[src/rtl/tictactoe_match_ctrl.sv]
// rtl/tictactoe_match_ctrl.sv - match sequencer: round results, score pulses, board clear, match end
module tictactoe_match_ctrl #(
    parameter int WIN_TARGET = 5,
    parameter int CNT_W      = 6
) (
    input  logic             clk,
    input  logic             reset,
    input  logic             win_x,
    input  logic             win_o,
    input  logic             draw,
    input  logic             next_round,
    output logic             inc_x,
    output logic             inc_o,
    output logic             score_reset,
    output logic             board_clear,
    output logic             start_player,
    output logic [1:0]       result,
    output logic             match_over,
    output logic             match_winner,
    output logic [CNT_W-1:0] round_count
);

    typedef enum logic [2:0] {
        PLAY    = 3'd0,
        AWARD   = 3'd1,
        SHOW    = 3'd2,
        CLEAR   = 3'd3,
        DONE    = 3'd4,
        RESTART = 3'd5
    } stateType;

    localparam logic [CNT_W-1:0] TARGET   = CNT_W'(WIN_TARGET);
    localparam logic [CNT_W-1:0] CNT_ONE  = CNT_W'(1);
    localparam logic [CNT_W-1:0] CNT_MAX  = {CNT_W{1'b1}};

    localparam logic [1:0] RES_NONE = 2'b00;
    localparam logic [1:0] RES_X    = 2'b01;
    localparam logic [1:0] RES_O    = 2'b10;
    localparam logic [1:0] RES_DRAW = 2'b11;

    stateType         state, nxtState;
    logic             nextRoundD;
    logic [CNT_W-1:0] winsX, winsO, nxtWinsX, nxtWinsO;
    logic [CNT_W-1:0] roundCnt, nxtRoundCnt;
    logic [1:0]       resultReg, nxtResult;
    logic             startReg, nxtStart;
    logic             winnerReg, nxtWinner;
    logic             req;

    // History starts at 1 so a button held through reset is not a request.
    assign req = next_round & ~nextRoundD;

    always_ff @(posedge clk) begin
        if (reset) begin
            state      <= PLAY;
            nextRoundD <= 1'b1;
            winsX      <= '0;
            winsO      <= '0;
            roundCnt   <= CNT_ONE;
            resultReg  <= RES_NONE;
            startReg   <= 1'b0;
            winnerReg  <= 1'b0;
        end else begin
            state      <= nxtState;
            nextRoundD <= next_round;
            winsX      <= nxtWinsX;
            winsO      <= nxtWinsO;
            roundCnt   <= nxtRoundCnt;
            resultReg  <= nxtResult;
            startReg   <= nxtStart;
            winnerReg  <= nxtWinner;
        end
    end

    always_comb begin
        nxtState    = state;
        nxtWinsX    = winsX;
        nxtWinsO    = winsO;
        nxtRoundCnt = roundCnt;
        nxtResult   = resultReg;
        nxtStart    = startReg;
        nxtWinner   = winnerReg;
        case (state)
            PLAY: begin
                if (win_x) begin
                    nxtResult = RES_X;
                    nxtState  = AWARD;
                end else if (win_o) begin
                    nxtResult = RES_O;
                    nxtState  = AWARD;
                end else if (draw) begin
                    nxtResult = RES_DRAW;
                    nxtState  = SHOW;
                end
            end
            AWARD: begin
                nxtState = SHOW;
                if (resultReg == RES_X) begin
                    nxtWinsX = winsX + CNT_ONE;
                    if (nxtWinsX == TARGET) begin
                        nxtState  = DONE;
                        nxtWinner = 1'b0;
                    end
                end else begin
                    nxtWinsO = winsO + CNT_ONE;
                    if (nxtWinsO == TARGET) begin
                        nxtState  = DONE;
                        nxtWinner = 1'b1;
                    end
                end
            end
            SHOW: begin
                if (req) nxtState = CLEAR;
            end
            CLEAR: begin
                nxtStart  = ~startReg;
                nxtResult = RES_NONE;
                if (roundCnt != CNT_MAX) nxtRoundCnt = roundCnt + CNT_ONE;
                nxtState  = PLAY;
            end
            DONE: begin
                if (req) nxtState = RESTART;
            end
            RESTART: begin
                nxtWinsX    = '0;
                nxtWinsO    = '0;
                nxtStart    = 1'b0;
                nxtRoundCnt = CNT_ONE;
                nxtResult   = RES_NONE;
                nxtState    = PLAY;
            end
            default: nxtState = PLAY;
        endcase
    end

    // Pulses are pure state decodes, so a reset edge removes them immediately.
    assign inc_x        = (state == AWARD) && (resultReg == RES_X);
    assign inc_o        = (state == AWARD) && (resultReg == RES_O);
    assign score_reset  = (state == RESTART);
    assign board_clear  = (state == CLEAR) || (state == RESTART);
    assign match_over   = (state == DONE);
    assign match_winner = winnerReg;
    assign start_player = startReg;
    assign result       = resultReg;
    assign round_count  = roundCnt;

endmodule

[config.mk]
export PLATFORM = sky130hd
export DESIGN_NAME = tictactoe_match_ctrl
export DESIGN_NICKNAME = d
export VERILOG_FILES = /design/src/rtl/tictactoe_match_ctrl.sv
export SDC_FILE = /design/constraint.sdc
export NUM_CORES = 1
export LEC_CHECK = 0
export ABC_AREA = 1
export CAP_MARGIN = 20
export CORE_UTILIZATION = 35
export CTS_BUF_LIST = sky130_fd_sc_hd__clkbuf_4
export CTS_CLUSTER_SIZE = 12
export DETAILED_ROUTE_END_ITERATION = 8
export MAX_ROUTING_LAYER = met4
export SKIP_CTS_REPAIR_TIMING = 1
export SYNTH_ARGS = -nofsm -noshare
export SYNTH_HDL_FRONTEND = slang
export SYNTH_SLANG_ARGS = --single-unit
[constraint.sdc]
create_clock -name clk -period 1.65 [get_ports clk]
set_clock_uncertainty 0.2 [all_clocks]
set_input_delay 0.33 -clock clk [delete_from_list [all_inputs] [get_ports clk]]
set_output_delay 0.33 -clock clk [all_outputs]
set_load 0.02 [all_outputs]
==> impl_metrics.csv <==
group,metric,value,unit
run_status,status,"finished, violations left",
run_status,violations,"negative setup slack",
flow_run,drv_cap,0,
critical_path,path_max_fanout,3,
power,clockPowerShare,0.186,
clock_tree,htreeDepth,1,
hold_path,min_to,"start_player$_SDFFE_PP0N_",
critical_path,worstPathRequired,1.12,ns
logic_synthesis,ys.flop_type,"dfxtp_1",
floorplan,rows,23,
clock_tree,cts.sinks,26,
critical_path,cp-end-kind,"output pin",
global_routing,grt_max_degree,16,
sta,fmax,560,MHz
power,seqPwrFrac,0.326,
logic_synthesis,syn_area,1460,um2
floorplan,die_y,66.5,um
sta,final_max_slew_viol_count,0,
power,p_switching,0.901,mW
critical_path,crit_type,"register to output pin",
critical_path,arrival,1.26,ns
place,placed_area,1950,um2
critical_path,startpoint_type,"register",
drt,vias,1493,
logic_synthesis,synth-seq-cells,26,
hold_path,hp-class,"register to register",
place,place_ws,-0.228,ns
layout,drive_gt1_frac,0.414,
clock_tree,root_buffer,"clkbuf_4",
power,p_int,1.53,mW
floorplan,core,4000,um2
drt,wirelength,3400,um
logic_synthesis,seq_area_frac_synth,0.357,
clock_tree,cts_tree,"built",
layout,fill_cells,371,
critical_path,r2r_end,"match_winner$_SDFFE_PP0P_",
global_routing,grt_pass1_vias,1239,
clock_tree,clock_latency,0.33,ns
sta,setup_slack,-0.136,ns
layout,nets,280,
logic_synthesis,ys_warn_count,0,
place,port_buffers,20,
logic_synthesis,synth-edff-count,0,
logic_synthesis,avgSynthCellArea,6.94,um2
sta,tightest_slew,0.280,ns
power,power_frac_comb,0.488,
clock_tree,cts_buffer_depth,2,
sta,setup_viol,5,
floorplan,io_pins,21,
logic_synthesis,syn_nets,221,
power,pwr_density_cell,1070,nW/um2
critical_path,reg2reg_from,"winsO[0]$_SDFFE_PP0P_",
global_routing,antenna_found_initial,0,
layout,final_cell_area,2270,um2
global_routing,grt_pass1_wl,5200,um
drt,route.detailed.drc,0,
floorplan,die_w,66.5,um
logic_synthesis,synth_cell_types,25,
clock_tree,path_clk_slew,0.15,ns
power,p_leak,1.09,nW
sta,final_hold_viol_count,0,
hold_path,min-delay-start,"start_player$_SDFFE_PP0N_",
critical_path,rrSetupSlack,0.02,ns
drt,first_pass_iters,4,
place,hpwl,2440,um
critical_path,startpoint,"state[1]$_SDFFE_PP0P_",
drt,ant_nets,0,
global_routing,grtUsageTotal,0.159,
logic_synthesis,ys_async_sr_fraction,0,
drt,drtIter0Drc,50,
power,switching_share,0.371,
power,vdd_drop_max,0.655,mV
sta,rsz0062_at_grt,"yes",
sta,relSlewSlack,0.813,
sta,min_period,1.79,ns
global_routing,grt_overflow,0,
floorplan,start_util,0.364,
drt,via_per_inst,4.69,
floorplan,die_area,4430,um2
place,gp_congestion,0.854,
drt,routedWlPerCell,10.7,um
clock_tree,numCtsBuffers,3,
critical_path,r2r.worst_path.cells,11,
layout,diodes,0,
sta,period_share,1.08,
hold_path,hold_depth,1,
logic_synthesis,synth_cells,210,
layout,syn2layout_area_growth,56.0,%
## cell families after synthesis
| kind of cell | synth area share |
|---|---|
| DFF | 0.357 |
| and+or+nand+nor | 0.361 |
| AOI/OAI and AO/OA | 0.137 |
| adders and majority gates | 0.0429 |
| buffers and inverters | 0.0961 |
| xor gates and xnor gates | 0.00601 |
## synthesized netlist by cell type, types with 2 or more instances
master | n | area share
o21ai_0 | 11 | 0.038
nand2_1 | 46 | 0.12
nor3_1 | 2 | 0.0069
nand4_1 | 3 | 0.013
ha_1 | 5 | 0.043
nand3_1 | 12 | 0.041
nor2_1 | 27 | 0.070
dfxtp_1 | 26 | 0.36
nor3_2 | 3 | 0.021
inv_4 | 2 | 0.0086
inv_1 | 30 | 0.077
nand3_2 | 2 | 0.014
o21ai_1 | 2 | 0.0069
nor2_2 | 2 | 0.0086
inv_2 | 3 | 0.0077
nor2_4 | 5 | 0.039
nand2_2 | 2 | 0.0086
a21oi_1 | 20 | 0.069
## how the worst max path moves through the flow
| stage | slack [ns] | cells after the start | to |
|---|---|---|---|
| after floorplan | -0.002 | 4 | inc_x |
| after global placement | -0.23 | 6 | inc_o |
| after detailed placement | -0.23 | 6 | inc_o |
| after CTS | -0.64 | 6 | inc_o |
| after global routing | -0.20 | 6 | inc_o |
| final | -0.14 | 6 | inc_o |
## per-layer routing
metal,share of wire,global-route usage,vias up
met5,0,-,-
met3,0.031,0.0257,4
met4,0.010,0.0479,0
li1,-,-,791
met2,0.48,0.255,23
met1,0.48,0.206,675
## power by group through the flow
stage,sequential (mW),clock (mW),combinational [mW]
global route,0.799,0.488,1.30
finish,0.791,0.452,1.18
floorplan,0.833,0,0.487
detailed placement,0.768,0,1.01
global placement,0.766,0,0.998
CTS,0.753,0.471,1.01
## layout by cell type (no fill, tap or decap)
cell type | Yosys | final
a2111oi_2 | 1 | 1
a21oi_1 | 20 | 19
a21oi_2 | 0 | 1
buf_4 | 0 | 33
buf_6 | 0 | 7
bufinv_16 | 0 | 1
clkbuf_4 | 0 | 3
clkdlybuf4s50_1 | 0 | 5
dfxtp_1 | 26 | 14
dfxtp_2 | 0 | 9
dfxtp_4 | 0 | 3
dlymetal6s2s_1 | 0 | 10
ha_1 | 5 | 2
ha_4 | 0 | 3
inv_1 | 30 | 24
inv_2 | 3 | 6
inv_4 | 2 | 5
nand2_1 | 46 | 40
nand2_2 | 2 | 6
nand2_4 | 1 | 3
nand3_1 | 12 | 6
nand3_2 | 2 | 5
nand3_4 | 0 | 3
nand4_1 | 3 | 3
nor2_1 | 27 | 20
nor2_2 | 2 | 7
nor2_4 | 5 | 7
nor2_8 | 1 | 1
nor3_2 | 3 | 3
nor3_4 | 0 | 2
o21ai_0 | 11 | 9
o21ai_1 | 2 | 3
o21ai_2 | 0 | 1
o21bai_1 | 1 | 1
o22ai_2 | 1 | 1
xor2_1 | 1 | 1
## flip-flops by register name, indices dropped and copies added (netlist names)
signal and flops:
winsO 6, start_player 1, nextRoundD 1, result 2
match_winner 1, state 3, round_count 6, winsX 6
## worst max-delay path: stages (launching register included)
cell and delay [ns]:
dfxtp_2 0.35, inv_2 0.07, nand2_4 0.07, nor2_4 0.11, inv_4 0.06, nor3_2 0.10
buf_4 0.16
## layout make-up
cell class	instances	area, um2	share of cell area
Clock buffer	3	22.5	0.00991
Multi-Input combinational cell	148	970	0.427
Timing Repair Buffer	55	502	0.221
Inverter	35	144	0.0633
Tap cell	50	62.6	0.0275
Sequential cell	26	543	0.239
Clock inverter	1	30.0	0.0132
## per-stage QoR
stage | power [mW] | instances | TNS [ns] | hold WS, ns | util
after floorplan | 1.32 | 210 | -0.00204 | 0.199 | -
after global placement | 1.76 | 309 | -1.09 | 0.240 | 0.487
after detailed placement | 1.77 | 309 | -1.22 | 0.245 | 0.487
after CTS | 2.24 | 313 | -5.64 | 0.265 | 0.500
after global routing | 2.59 | 318 | -0.919 | 0.293 | 0.568
final | 2.43 | 318 | -0.375 | 0.257 | 0.568
No activity file was read; power rests on OpenSTA's default activity.
